===== config.mk =====
export PLATFORM = sky130hd
export DESIGN_NAME = seg_scan_capture
export DESIGN_NICKNAME = d
export VERILOG_FILES = /design/src/rtl/seg_scan_capture.sv
export SDC_FILE = /design/constraint.sdc
export NUM_CORES = 1
export LEC_CHECK = 0
export CAP_MARGIN = 20
export CORE_AREA = 2 2 92 102
export DETAILED_ROUTE_END_ITERATION = 16
export DIE_AREA = 0 0 94 104
export GPL_ROUTABILITY_DRIVEN = 0
export PLACE_DENSITY = 0.85
export SETUP_SLACK_MARGIN = 0.4
export SYNTH_ARGS = -nofsm -noshare
export SYNTH_HDL_FRONTEND = slang
export SYNTH_SLANG_ARGS = --single-unit
export TNS_END_PERCENT = 10

===== constraint.sdc =====
create_clock -name clk -period 3.3 [get_ports clk]
set_input_delay 0.66 -clock clk [delete_from_list [all_inputs] [get_ports clk]]
set_output_delay 0.66 -clock clk [all_outputs]
set_load 0.02 [all_outputs]

===== src/rtl/seg_scan_capture.sv =====
// seg_scan_capture: receive-side monitor for the multiplexed 7-segment bus.
// The display scan is registered once, each digit slot is decoded back to
// BCD, and complete HH:MM:SS frames are published with a one-cycle strobe.
// Malformed or stalled scans are reported as frame errors.
//
// Optional feature macro: SEG_CAPTURE_CONFIRM_EN
//   defined   -> a frame is published only when it equals the previous
//                completely assembled frame (two identical scans in a row)
//   undefined -> every complete frame is published
//
// Ports:
//   clk, rst     clock; asynchronous active-high reset
//   seg_com      digit select, active-low (slot 0 = MSB)
//   seg_data     segment pattern {a,b,c,d,e,f,g,dp}, active-high
//   time_bcd     {h_ten,h_one,m_ten,m_one,s_ten,s_one} of the last published frame
//   frame_valid  one-cycle pulse, time_bcd updated on this cycle
//   frame_err    one-cycle pulse on an aborted or corrupt frame
//   range_err    level, last published frame holds an impossible time
//   frame_cnt    published frames (wraps)
//   err_cnt      frame_err pulses (saturates)
module seg_scan_capture #(
    parameter int TIMEOUT_CYC = 16,
    parameter int CNT_W       = 8
) (
    input  logic             clk,
    input  logic             rst,
    input  logic [7:0]       seg_com,
    input  logic [7:0]       seg_data,
    output logic [23:0]      time_bcd,
    output logic             frame_valid,
    output logic             frame_err,
    output logic             range_err,
    output logic [CNT_W-1:0] frame_cnt,
    output logic [CNT_W-1:0] err_cnt
);
    localparam logic [0:0] IDLE    = 1'b0;
    localparam logic [0:0] COLLECT = 1'b1;
    localparam int         TMR_W   = $clog2(TIMEOUT_CYC + 1);

    typedef struct packed {
        logic       blank;
        logic       bad_com;
        logic [2:0] slot;
        logic       bad_seg;
        logic [3:0] digit;
    } sample_t;

    logic [7:0]       com_q, data_q;
    sample_t          smp;
    logic [0:0]       state;
    logic [2:0]       exp_slot, last_slot;
    logic [TMR_W-1:0] timer, timer_inc;
    logic [3:0]       dig [0:4];
    logic [23:0]      frame;
    logic             start0, advance, tick, abort, complete, publish, frame_rng;
    logic             unused_dp;

    assign unused_dp = data_q[0];

    // Slot and digit decode of the registered bus sample.
    always_comb begin
        smp = '0;
        case (com_q)
            8'h7F:   smp.slot = 3'd0;
            8'hBF:   smp.slot = 3'd1;
            8'hDF:   smp.slot = 3'd2;
            8'hEF:   smp.slot = 3'd3;
            8'hF7:   smp.slot = 3'd4;
            8'hFB:   smp.slot = 3'd5;
            8'hFF:   smp.blank = 1'b1;
            default: smp.bad_com = 1'b1;
        endcase
        case (data_q[7:1])
            7'b1111110: smp.digit = 4'd0;
            7'b0110000: smp.digit = 4'd1;
            7'b1101101: smp.digit = 4'd2;
            7'b1111001: smp.digit = 4'd3;
            7'b0110011: smp.digit = 4'd4;
            7'b1011011: smp.digit = 4'd5;
            7'b1011111: smp.digit = 4'd6;
            7'b1110000: smp.digit = 4'd7;
            7'b1111111: smp.digit = 4'd8;
            7'b1111011: smp.digit = 4'd9;
            default:    smp.bad_seg = 1'b1;
        endcase
    end

    assign start0    = !smp.blank && !smp.bad_com && !smp.bad_seg && (smp.slot == 3'd0);
    assign last_slot = exp_slot - 3'd1;
    assign timer_inc = timer + 1'b1;

    // Classify the sample while collecting. Blank cycles and accepted repeats
    // of the last slot both count toward the inter-slot timeout.
    always_comb begin
        advance = 1'b0;
        tick    = 1'b0;
        abort   = 1'b0;
        if (state == COLLECT) begin
            if (smp.bad_com)
                abort = 1'b1;
            else if (smp.blank)
                tick = 1'b1;
            else if (smp.bad_seg)
                abort = 1'b1;
            else if (smp.slot == exp_slot)
                advance = 1'b1;
            else if (smp.slot == last_slot && smp.digit == dig[last_slot])
                tick = 1'b1;
            else
                abort = 1'b1;
            if (tick && timer_inc == TMR_W'(TIMEOUT_CYC))
                abort = 1'b1;
        end
    end

    // Slot 5 comes straight from the current sample; slots 0-4 are latched.
    assign frame    = {dig[0], dig[1], dig[2], dig[3], dig[4], smp.digit};
    assign complete = advance && (smp.slot == 3'd5);
    assign frame_rng = (frame[23:20] > 4'd2) ||
                       (frame[23:20] == 4'd2 && frame[19:16] > 4'd3) ||
                       (frame[15:12] > 4'd5) || (frame[7:4] > 4'd5);

`ifdef SEG_CAPTURE_CONFIRM_EN
    logic [23:0] cand;
    logic        cand_vld;

    // Every complete frame becomes the candidate for the next comparison.
    always_ff @(posedge clk or posedge rst) begin
        if (rst) begin
            cand     <= '0;
            cand_vld <= 1'b0;
        end else if (complete) begin
            cand     <= frame;
            cand_vld <= 1'b1;
        end
    end

    assign publish = complete && cand_vld && (cand == frame);
`else
    assign publish = complete;
`endif

    always_ff @(posedge clk or posedge rst) begin
        if (rst) begin
            com_q       <= 8'hFF;
            data_q      <= '0;
            state       <= IDLE;
            exp_slot    <= '0;
            timer       <= '0;
            for (int i = 0; i < 5; i++) dig[i] <= '0;
            time_bcd    <= '0;
            frame_valid <= 1'b0;
            frame_err   <= 1'b0;
            range_err   <= 1'b0;
            frame_cnt   <= '0;
            err_cnt     <= '0;
        end else begin
            com_q       <= seg_com;
            data_q      <= seg_data;
            frame_valid <= 1'b0;
            frame_err   <= 1'b0;
            case (state)
                IDLE: begin
                    if (start0) begin
                        dig[0]   <= smp.digit;
                        exp_slot <= 3'd1;
                        timer    <= '0;
                        state    <= COLLECT;
                    end
                end
                COLLECT: begin
                    if (abort) begin
                        frame_err <= 1'b1;
                        if (err_cnt != '1) err_cnt <= err_cnt + 1'b1;
                        // A valid slot 0 that kills a frame also opens the next one.
                        if (start0) begin
                            dig[0]   <= smp.digit;
                            exp_slot <= 3'd1;
                            timer    <= '0;
                        end else begin
                            state <= IDLE;
                        end
                    end else if (advance) begin
                        timer <= '0;
                        if (smp.slot == 3'd5) begin
                            state <= IDLE;
                        end else begin
                            dig[smp.slot] <= smp.digit;
                            exp_slot      <= exp_slot + 3'd1;
                        end
                    end else if (tick) begin
                        timer <= timer_inc;
                    end
                end
                default: state <= IDLE;
            endcase
            if (publish) begin
                time_bcd    <= frame;
                frame_valid <= 1'b1;
                frame_cnt   <= frame_cnt + 1'b1;
                range_err   <= frame_rng;
            end
        end
    end
endmodule


==> results.md <==
- Run status: finished clean
- Cell types occupying the most area after synthesis: dfrtp_1 47%, nand2_1 8.6%, dfstp_2 5.0%
- Initial standard-cell utilization of the core: between 40% and 50%
- Tmin final: a little under 3 ns
- Clk Latency, worst-skew pair: ~0.37 ns
- Worst path arrival time: ~3.2 ns
- Cell with the most instances after synthesis: nand2_1
- Leakage: around 0.0025 µW
- Final setup violating endpoints: 0
- Seq/Total Area, Yosys: about 52%
- Site Rows: 36
- Period Utilization, post-route: around nine tenths
- Number of buffers added by the clock tree synthesis step: 9
- Type of the worst setup path: register to register
- Tightest Hold Check Type: register to register
- Clock tree from TritonCTS: built
- Number of vias in the routed layout: 3284
- CP Max Fanout: 8
- Horiz. Die Dim: ~94 µm
- Area Overhead vs Synth: 31.5%
- Met2 WL post-DR: 4880 µm
- Total global routing overflow: 0
- Routed length per placed instance: 15.3 µm
- Fraction of layout cells with a size suffix above 1: 20.9%
- Aggregate negative setup slack: 0 ns
- Final antenna-violating net count: 0
- Mean post-synth cell area: 10.6 µm²
- Io pins: 61
- Leading cell types by count after synthesis: 96 x nand2_1, 79 x dfrtp_1, 19 x nor2_1, 15 x nand3_1, 15 x xnor2_1
- Unrepaired setup endpoints after global routing: true
- Final critical-path setup slack: between 0.3 and 0.4 ns
- Type of destination of the critical path: register
- Post-synthesis instance area: roughly 0.0042 mm²
- Initial antenna violation count: 0
- Die Y: 104 µm
- Number of sinks on the clock net: between 80 and 90
- Net count of the mapped netlist: roughly 420
- Most used flip-flop cell after synthesis: dfrtp_1
- Vias in the first global route: between 3000 and 4000
- Post-Synthesis Cells: slightly below 400
- Pin count of the biggest net entering global routing: 56
- Register bit total from synthesis: 87
- Worst ir drop on vdd: between 0.00015 and 0.0002 V
- Count of input and output buffers: 59
- Global-route wire length before repair: about 15000 µm
- Worst slew margin relative to its limit: 61.8%
- Post-placement setup slack: around 0.17 ns
- Total detailed-routing wirelength: between 9000 and 10000 µm
- Layout Utilization: roughly 63%
- Max_cap viols: 0
- Post-CTS clock slew at the launch and capture registers of the worst setup and hold paths: 0.09 ns
- Drt first pass iters: 4
- Critical path required time: between 3 and 4 ns
- H-tree lvl count: 3
- Total routed wire length on the met1 layer: between 3000 and 4000 µm
- Violation count after the first detailed-route iteration: ~140
- Number of slew-limit violations in the final report: 0
- HPWL after detailed placement: 6230 µm
- Uppermost metal layer occupied by signal nets: met4
- Via density per instance: between 5 and 6
- Yosys top cell area share: 47.3%
- Yosys cell types: 60
- Ys async rst share: 100%
- # nets final: 507
- Total core area: roughly 0.0088 mm²
- Global-route usage over all layers: between 10% and 20%
- CTS Hold Buffers Added: 0
- Most area-hungry cell type in the Yosys netlist: dfrtp_1
- Number of DRC violations after detailed routing: 0
- Number of diodes: 0
- Final Hold Viols: 0
- Achievable frequency: 342 MHz
- EDFF count, synth: 0
- Overall die area: between 0.009 and 0.01 mm²
- DR WL met3: a little over 400 µm
- Crit start category: register
- Syn. warnings: 0
- Worst Tran Pin Value: roughly 0.57 ns
- Cell chosen for the clock root: clkbuf_8
- Power per Cell Area: around 350 mW/mm²
- Maximum count of clock buffers along a single path: 2
- Setup skew after layout: 0.0114 ns
==> area by class of cell <==
cell class,instances,area (µm²)
fill,702,3290
tap,114,143
sequential,87,2190
inverter,6,23.8
clock inverter,7,78.8
timing repair buffer,88,852
multi-input combinational,291,2090
clock buffer,9,124
==> cell families (layout without fill, tap and decap cells) <==
kind of cell	Yosys count	count (layout)	share of synthesized area, %
and+or+nand+nor	195	195	23.4
DFF	87	87	52.4
AOI/OAI and AO/OA	33	33	6.50
muxes	33	33	9.23
xor gates and xnor gates	24	24	5.21
buffers and inverters	16	110	1.53
adders and majority gates	6	6	1.80
==> layer usage <==
metal	vias up	GRT usage [%]
li1	1560	-
met1	1624	23.0
met2	84	32.6
met3	16	3.33
met4	0	5.38
met5	-	0
==> layout by cell type, fill, tap and decap left out, types with 4 or more instances in the layout <==
cell and count:
dfstp_2 8, mux2_2 12, or3_1 4, ha_1 5
inv_1 4, nor3_1 5, mux2_1 8, dfrtp_1 79
xor2_1 7, nand4_1 9, nand3_1 14, mux2i_1 7
o21ai_0 5, and3_1 7, buf_4 22, nand2_1 96
nand3b_1 5, clkbuf_8 9, nor2_1 18, clkdlybuf4s50_1 59
xnor2_1 14, buf_6 5, mux2_4 4
==> power breakdown <==
group          internal [µW]  switching (µW)  leakage (µW)  total [µW]
combinational           43.4            47.0       0.00125        90.4
sequential              1080            16.4       0.00117        1100
clock                    359             404      0.000105         763
==> registers in the layout, indices dropped and copies added, names as in the netlist <==
register and count:
com_q 8, data_q 7, dig 20, err_cnt 8
exp_slot 3, frame_cnt 8, frame_err 1, frame_valid 1
range_err 1, state 1, time_bcd 24, timer 5
==> timing repair <==
action	CTS	global route
setup buffers	9	14
gates resized for setup	2	30
endpoints found under the setup margin	19	35
pin swaps	3	15
==> critical path, cell delays in order, from the launching register on <==
cell	delay [ns]
dfrtp_1	0.39
inv_2	0.07
ha_4	0.17
xnor2_4	0.24
mux2_4	0.33
a32oi_2	0.25
mux2_4	0.33
nand4_1	0.21
a41oi_4	0.27
buf_6	0.20
o41a_1	0.35
==> path summary, 6_finish.rpt <==
kind                            cells after the start           end  slack [ns]    startpoint
worst min-delay path                                2  time_bcd[14]        0.47  time_bcd[14]
min in group asynchronous                           2    err_cnt[7]        0.65           rst
worst min register to register                      2  time_bcd[14]        0.47  time_bcd[14]
worst max-delay path                               10    err_cnt[6]        0.38   exp_slot[0]
max in group asynchronous                           3       dig[16]        1.99           rst
worst max register to register                     10    err_cnt[6]        0.38   exp_slot[0]
==> per-stage QoR <==
step                std cells  instance area (µm²)  hold slack (ns)  power [µW]
finish                    602                 5490            0.471        1950
global route              602                 5490            0.496        2020
CTS                       588                 5250            0.478        1940
detailed placement        563                 4960            0.457        1190
global placement          563                 4960            0.450        1190
floorplan                 394                 4200            0.458        1160
Power figures use the tool's default switching activity.
==> RTL change 1 (config.mk and constraints unchanged) <==
Take the reset off `data_q` and load it in a clocked block of its own.
--- a/src/rtl/seg_scan_capture.sv
+++ b/src/rtl/seg_scan_capture.sv
@@ -144,5 +144,4 @@
         if (rst) begin
             com_q       <= 8'hFF;
-            data_q      <= '0;
             state       <= IDLE;
             exp_slot    <= '0;
@@ -157,5 +156,4 @@
         end else begin
             com_q       <= seg_com;
-            data_q      <= seg_data;
             frame_valid <= 1'b0;
             frame_err   <= 1'b0;
@@ -203,4 +201,8 @@
         end
     end
+
+    always_ff @(posedge clk) begin
+        data_q <= seg_data;
+    end
 endmodule
 
Check against the original RTL: same outputs for any inputs over 10 cycles, from zero or initial values and one cycle with rst high; that may be too few to reach the edited logic, so the function may still have changed.
==> RTL change 1 against the unedited design <==
  * Die area unchanged
  * Critical path depth unchanged
  * Largest power group unchanged
  * Highest routed layer unchanged
  * Via count up 0.55%
  * Power up 2.9%
  * Sequential cell count unchanged
  * Final area down 3.2%
  * Setup slack better by 0.064 ns
  * Wire length down 2.4%
  * Area after synthesis up 4.7%
  * Critical path type unchanged
==> RTL change 1: results (changes against the unedited design) <==
| Metric | Value |
|---|---|
| Outcome | finished, final reports clean |
| CLK BUF | 10 (+1) |
| Global-route wire length before repair | 15270 um (+5.0%) |
| Sequential area share after synthesis | 49.20% (-3.2 points) |
| Initial drt markers | 173 (+23%) |
| Crit-path max FO | 15 (+7) |
| Post-Place Cell Area | 5079 sq um (+2.4%) |
| Non-clock inverters | 11 (+5) |
| Peak supply drop | 264.8 uV (+40%) |
| Via count | 3302 (+0.55%) |
| Worst Path Arrival | 3.12 ns (-0.05 ns) |
| FF+latch area | 2152 sq um (-1.6%) |
| Vias in the first global route | 3199 (+3.0%) |
| Leak | 2.459 nW (-2.5%) |
| Adder-cell area share of the yosys netlist | 1.716% (-0.081 points) |
| Clk sink count | 87 (unchanged) |
| Top cells by area, synth | dfrtp_1 (41%), nand2_1 (7.4%), mux2_2 (5.7%) |
| Fraction of layout cells with a size suffix above 1 | 17.95% (-2.9 points) |
| Post CTS Setup Buffer Count | 1 (-8) |
| Layout Cells excl Fill | 593 (-1.5%) |
| Relative slew slack | 65.76% (+3.9 points) |
| Final clock-cell share | 3.881% (+0.19 points) |
| Wire length on met1 | 3660 um (-2.4%) |
| Multi-input logic area | 2113 sq um (+1.3%) |
| Unique masters post-synth | 73 (+22%) |
| Final Instance Area | 5319 sq um (-3.2%) |
| Syn_nets | 437 (+4.5%) |
| Fillers | 707 (+0.71%) |
| Met3 Resource Use GR | 3.768% (+0.43 points) |
| Setup slack at placement | 0.2508 ns (+0.07823 ns) |
| Buffers excl. clock | 67 (-24%) |
| Met2 usage | 33.42% (+0.87 points) |
| HPWL after DPL | 6451 um (+3.5%) |
| Synth cell count leaders | nand2_1 (86), dfrtp_1 (72), mux2_2 (22), nand3_1 (22), nor2_1 (18) |
| Placed Cells | 576 (+2.3%) |
| Non-clk buf share | 12.47% (-3.0 points) |
| Asr flop ratio synth | 91.95% (-8.0 points) |
| Post-CTS Resized | 3 (+1) |
| Crit-path max cell delay | 0.43 ns (+0.04 ns) |
| Metal3 WL | 375 um (-9.2%) |
| Mapped Cells | 413 (+4.8%) |
| Fraction of synthesized cell area in xor and xnor cells | 4.949% (-0.26 points) |
| Mux cell area share after synthesis | 8.781% (-0.45 points) |
| Clk_skew | 0.01347 ns (+0.002102 ns) |
| Gr usage total | 19.83% (+1.3 points) |
| #MultiIn Comb | 298 (+2.4%) |
| Met1 usage | 23.96% (+0.92 points) |
RTL change 1: cell count changes in the layout (fill, tap and decap cells not counted), moves of 4 or more:
cell	delta
buf_4	-15
mux2_2	+10
nand2_1	-10
dfrtp_1	-7
dfxtp_1	+7
mux2_1	-7
nand3_1	+7
xnor2_1	-6
xor2_1	+6
buf_6	-5
inv_1	+5
a211o_1	+4
a21oi_1	+4
RTL change 1: final timing paths:
| path | from | endpoint | slack (ns) |
|---|---|---|---|
| setup / recovery | exp_slot[1] | dig[17] | 0.44 |
| hold / removal | time_bcd[17] | time_bcd[17] | 0.47 |
| setup reg to reg | exp_slot[1] | dig[17] | 0.44 |
| hold reg to reg | time_bcd[17] | time_bcd[17] | 0.47 |
| max in group asynchronous | rst | com_q[7] | 2.26 |
| min in group asynchronous | rst | frame_cnt[4] | 0.67 |
RTL change 1: power breakdown:
part	internal, mW	switching [mW]
clock network	0.375	0.389
registers	1.08	0.0211
logic	0.0626	0.0762
total	1.52	0.486
==> RTL change 2 (same flow settings) <==
Made on the original files. Add a define of `SEG_CAPTURE_CONFIRM_EN`.
--- a/src/rtl/seg_scan_capture.sv
+++ b/src/rtl/seg_scan_capture.sv
@@ -19,4 +19,6 @@
 //   frame_cnt    published frames (wraps)
 //   err_cnt      frame_err pulses (saturates)
+`define SEG_CAPTURE_CONFIRM_EN
+
 module seg_scan_capture #(
     parameter int TIMEOUT_CYC = 16,
Function: changed (Yosys sat finds a counterexample within 10 cycles, from zero or initial values and one cycle with rst high).
==> RTL change 2 against the unedited design <==
  * Sequential cell count increased by 25
  * Final area increased by 29%
  * Global-route usage increased by 9.7 points
  * Fmax decreased by 7.8%
  * Area after synthesis increased by 32%
  * Sequential share of layout area about the same
  * Final cell count increased by 24%
  * Power increased by 28%
  * Setup slack got worse by 0.25 ns
  * Clock power increased by 28%
  * Wire length increased by 59%
  * First-iteration DRC count increased to 2.5 times the old value
  * Die area unchanged
==> RTL change 2: results (changes against the unedited design) <==
| Metric | Value |
|---|---|
| Fraction of layout cells with a size suffix above 1 | 24.05% (+3.1 points) |
| Leak | 3.217 nW (+28%) |
| Relative slew slack | 51.45% (-10 points) |
| Buffers excl. clock | 108 (+23%) |
| Synth cell count leaders | nand2_1 (105), dfrtp_1 (104), xnor2_1 (33) |
| Reg2Reg Launch Point | com_q[6] |
| Crit-path max cell delay | 0.63 ns (+0.24 ns) |
| CP delay by family, top | simple AND/OR/NAND/NOR gates |
| Final clock-cell share | 3.375% (-0.31 points) |
| Crit-path max FO | 6 (-2) |
| Fraction of synthesized cell area in xor and xnor cells | 7.773% (+2.6 points) |
| Sequential area share after synthesis | 51.09% (-1.3 points) |
| End of the worst register-to-register path | time_bcd[18] |
| Non-clock inverters | 13 (+7) |
| Clk sink count | 112 (+29%) |
| Largest net degree at the start of global routing | 33 (-41%) |
| Peak supply drop | 274.4 uV (+45%) |
| Adder-cell area share of the yosys netlist | 1.364% (-0.43 points) |
| Post-Place Cell Area | 6375 sq um (+28%) |
| NumNets Final | 652 (+29%) |
| Wire length on met1 | 5318 um (+42%) |
| Gr usage total | 28.25% (+9.7 points) |
| Sequential cell area share | 39.79% (about the same) |
| Critical path class | flip-flop to flip-flop |
| Metal2 WL | 7751 um (+59%) |
| Largest regs | cand: 24 flops, time_bcd: 24 flops, dig: 20 flops |
| Vias in the first global route | 4489 (+45%) |
| Metal3 WL | 819 um (+98%) |
| R2r worst-path depth | 11 (+1) |
| First drt pass iteration count | 5 (+1) |
| Mux cell area share after synthesis | 7.977% (-1.2 points) |
| Clk_skew | 0.01584 ns (+0.004475 ns) |
| Root Buffer | clkbuf_8 |
| Routed WL | 14640 um (+59%) |
| Unique masters post-synth | 68 (+13%) |
| Top cells by area, synth | dfrtp_1 (47%), nand2_1 (7.2%), mux2_2 (5.3%) |
| Global-route wire length before repair | 21890 um (+51%) |
| Clk pin slew, worst setup/hold paths | 0.11 ns (+0.02 ns) |
| Max Root-Sink Buffers | 2 (unchanged) |
| Tmin final | 3.172 ns (+0.2488 ns) |
| Via count | 4621 (+41%) |
| Final Instance Area | 7082 sq um (+29%) |
| Placed Cells | 709 (+26%) |
| #MultiIn Comb | 384 (+32%) |
| Layout Cells excl Fill | 746 (+24%) |
| Syn avg cell area | 10.47 sq um (-1.3%) |
| Fraction of area in multi-input gates | 39.49% (+1.5 points) |
| Synth Area in Compound Gates | 9.227% (+2.7 points) |
| Outcome | finished, final reports clean |
==> RTL change 2: changes by cell type after synthesis, moves of 4 or more <==
cell      change
a21o_1        +4
dfrtp_1      +25
nor3_1       +13
o21ai_0      +22
inv_1         +7
mux2_2       +14
xor2_1        +6
a21oi_1       +5
clkbuf_1      +5
xnor2_1      +18
nand2_1       +9
mux2_1       -11
nor2_1        -6
==> RTL change 2: how the worst min path moves through the flow <==
stage / start / to / slack, ns / cells after the start
after detailed placement: frame_cnt[7] / frame_cnt[7] / 0.46 / 1
after floorplan: cand_vld / cand_vld / 0.46 / 1
final: frame_cnt[7] / frame_cnt[7] / 0.47 / 1
after global routing: time_bcd[17] / time_bcd[17] / 0.49 / 2
after CTS: frame_cnt[7] / frame_cnt[7] / 0.48 / 1
after global placement: time_bcd[14] / time_bcd[14] / 0.45 / 2
==> RTL change 2: per-layer routing <==
metal | GRT usage [%] | vias to the layer above
li1 | - | 2060
met1 | 33.61 | 2255
met2 | 48.57 | 235
met3 | 5.942 | 71
met4 | 12.84 | 0
met5 | 0 | -
==> RTL change 2: per-stage QoR <==
step | hold slack, ns | setup slack, ns
5_1_grt | 0.4924 | 0.01892
4_1_cts | 0.4760 | 0.2883
6_report | 0.4702 | 0.1276
3_3_place_gp | 0.4526 | 0.1060
2_1_floorplan | 0.4623 | 0.008569
3_5_place_dp | 0.4572 | 0.01340
==> RTL change 2: what timing repair did <==
action                                  4_1_cts  5_1_grt
setup buffers                                 7       11
gates resized for setup                      22       36
pin swaps                                     7       13
endpoints found under the setup margin       39       87
gates cloned                                  0        4
==> RTL change 2: report_power, final <==
part / switching [mW] / leakage, nW / total [mW] / internal, mW
sequential: 0.0190 / 1.52 / 1.41 / 1.39
clock: 0.471 / 0.116 / 0.977 / 0.506
combinational: 0.0699 / 1.58 / 0.120 / 0.0506
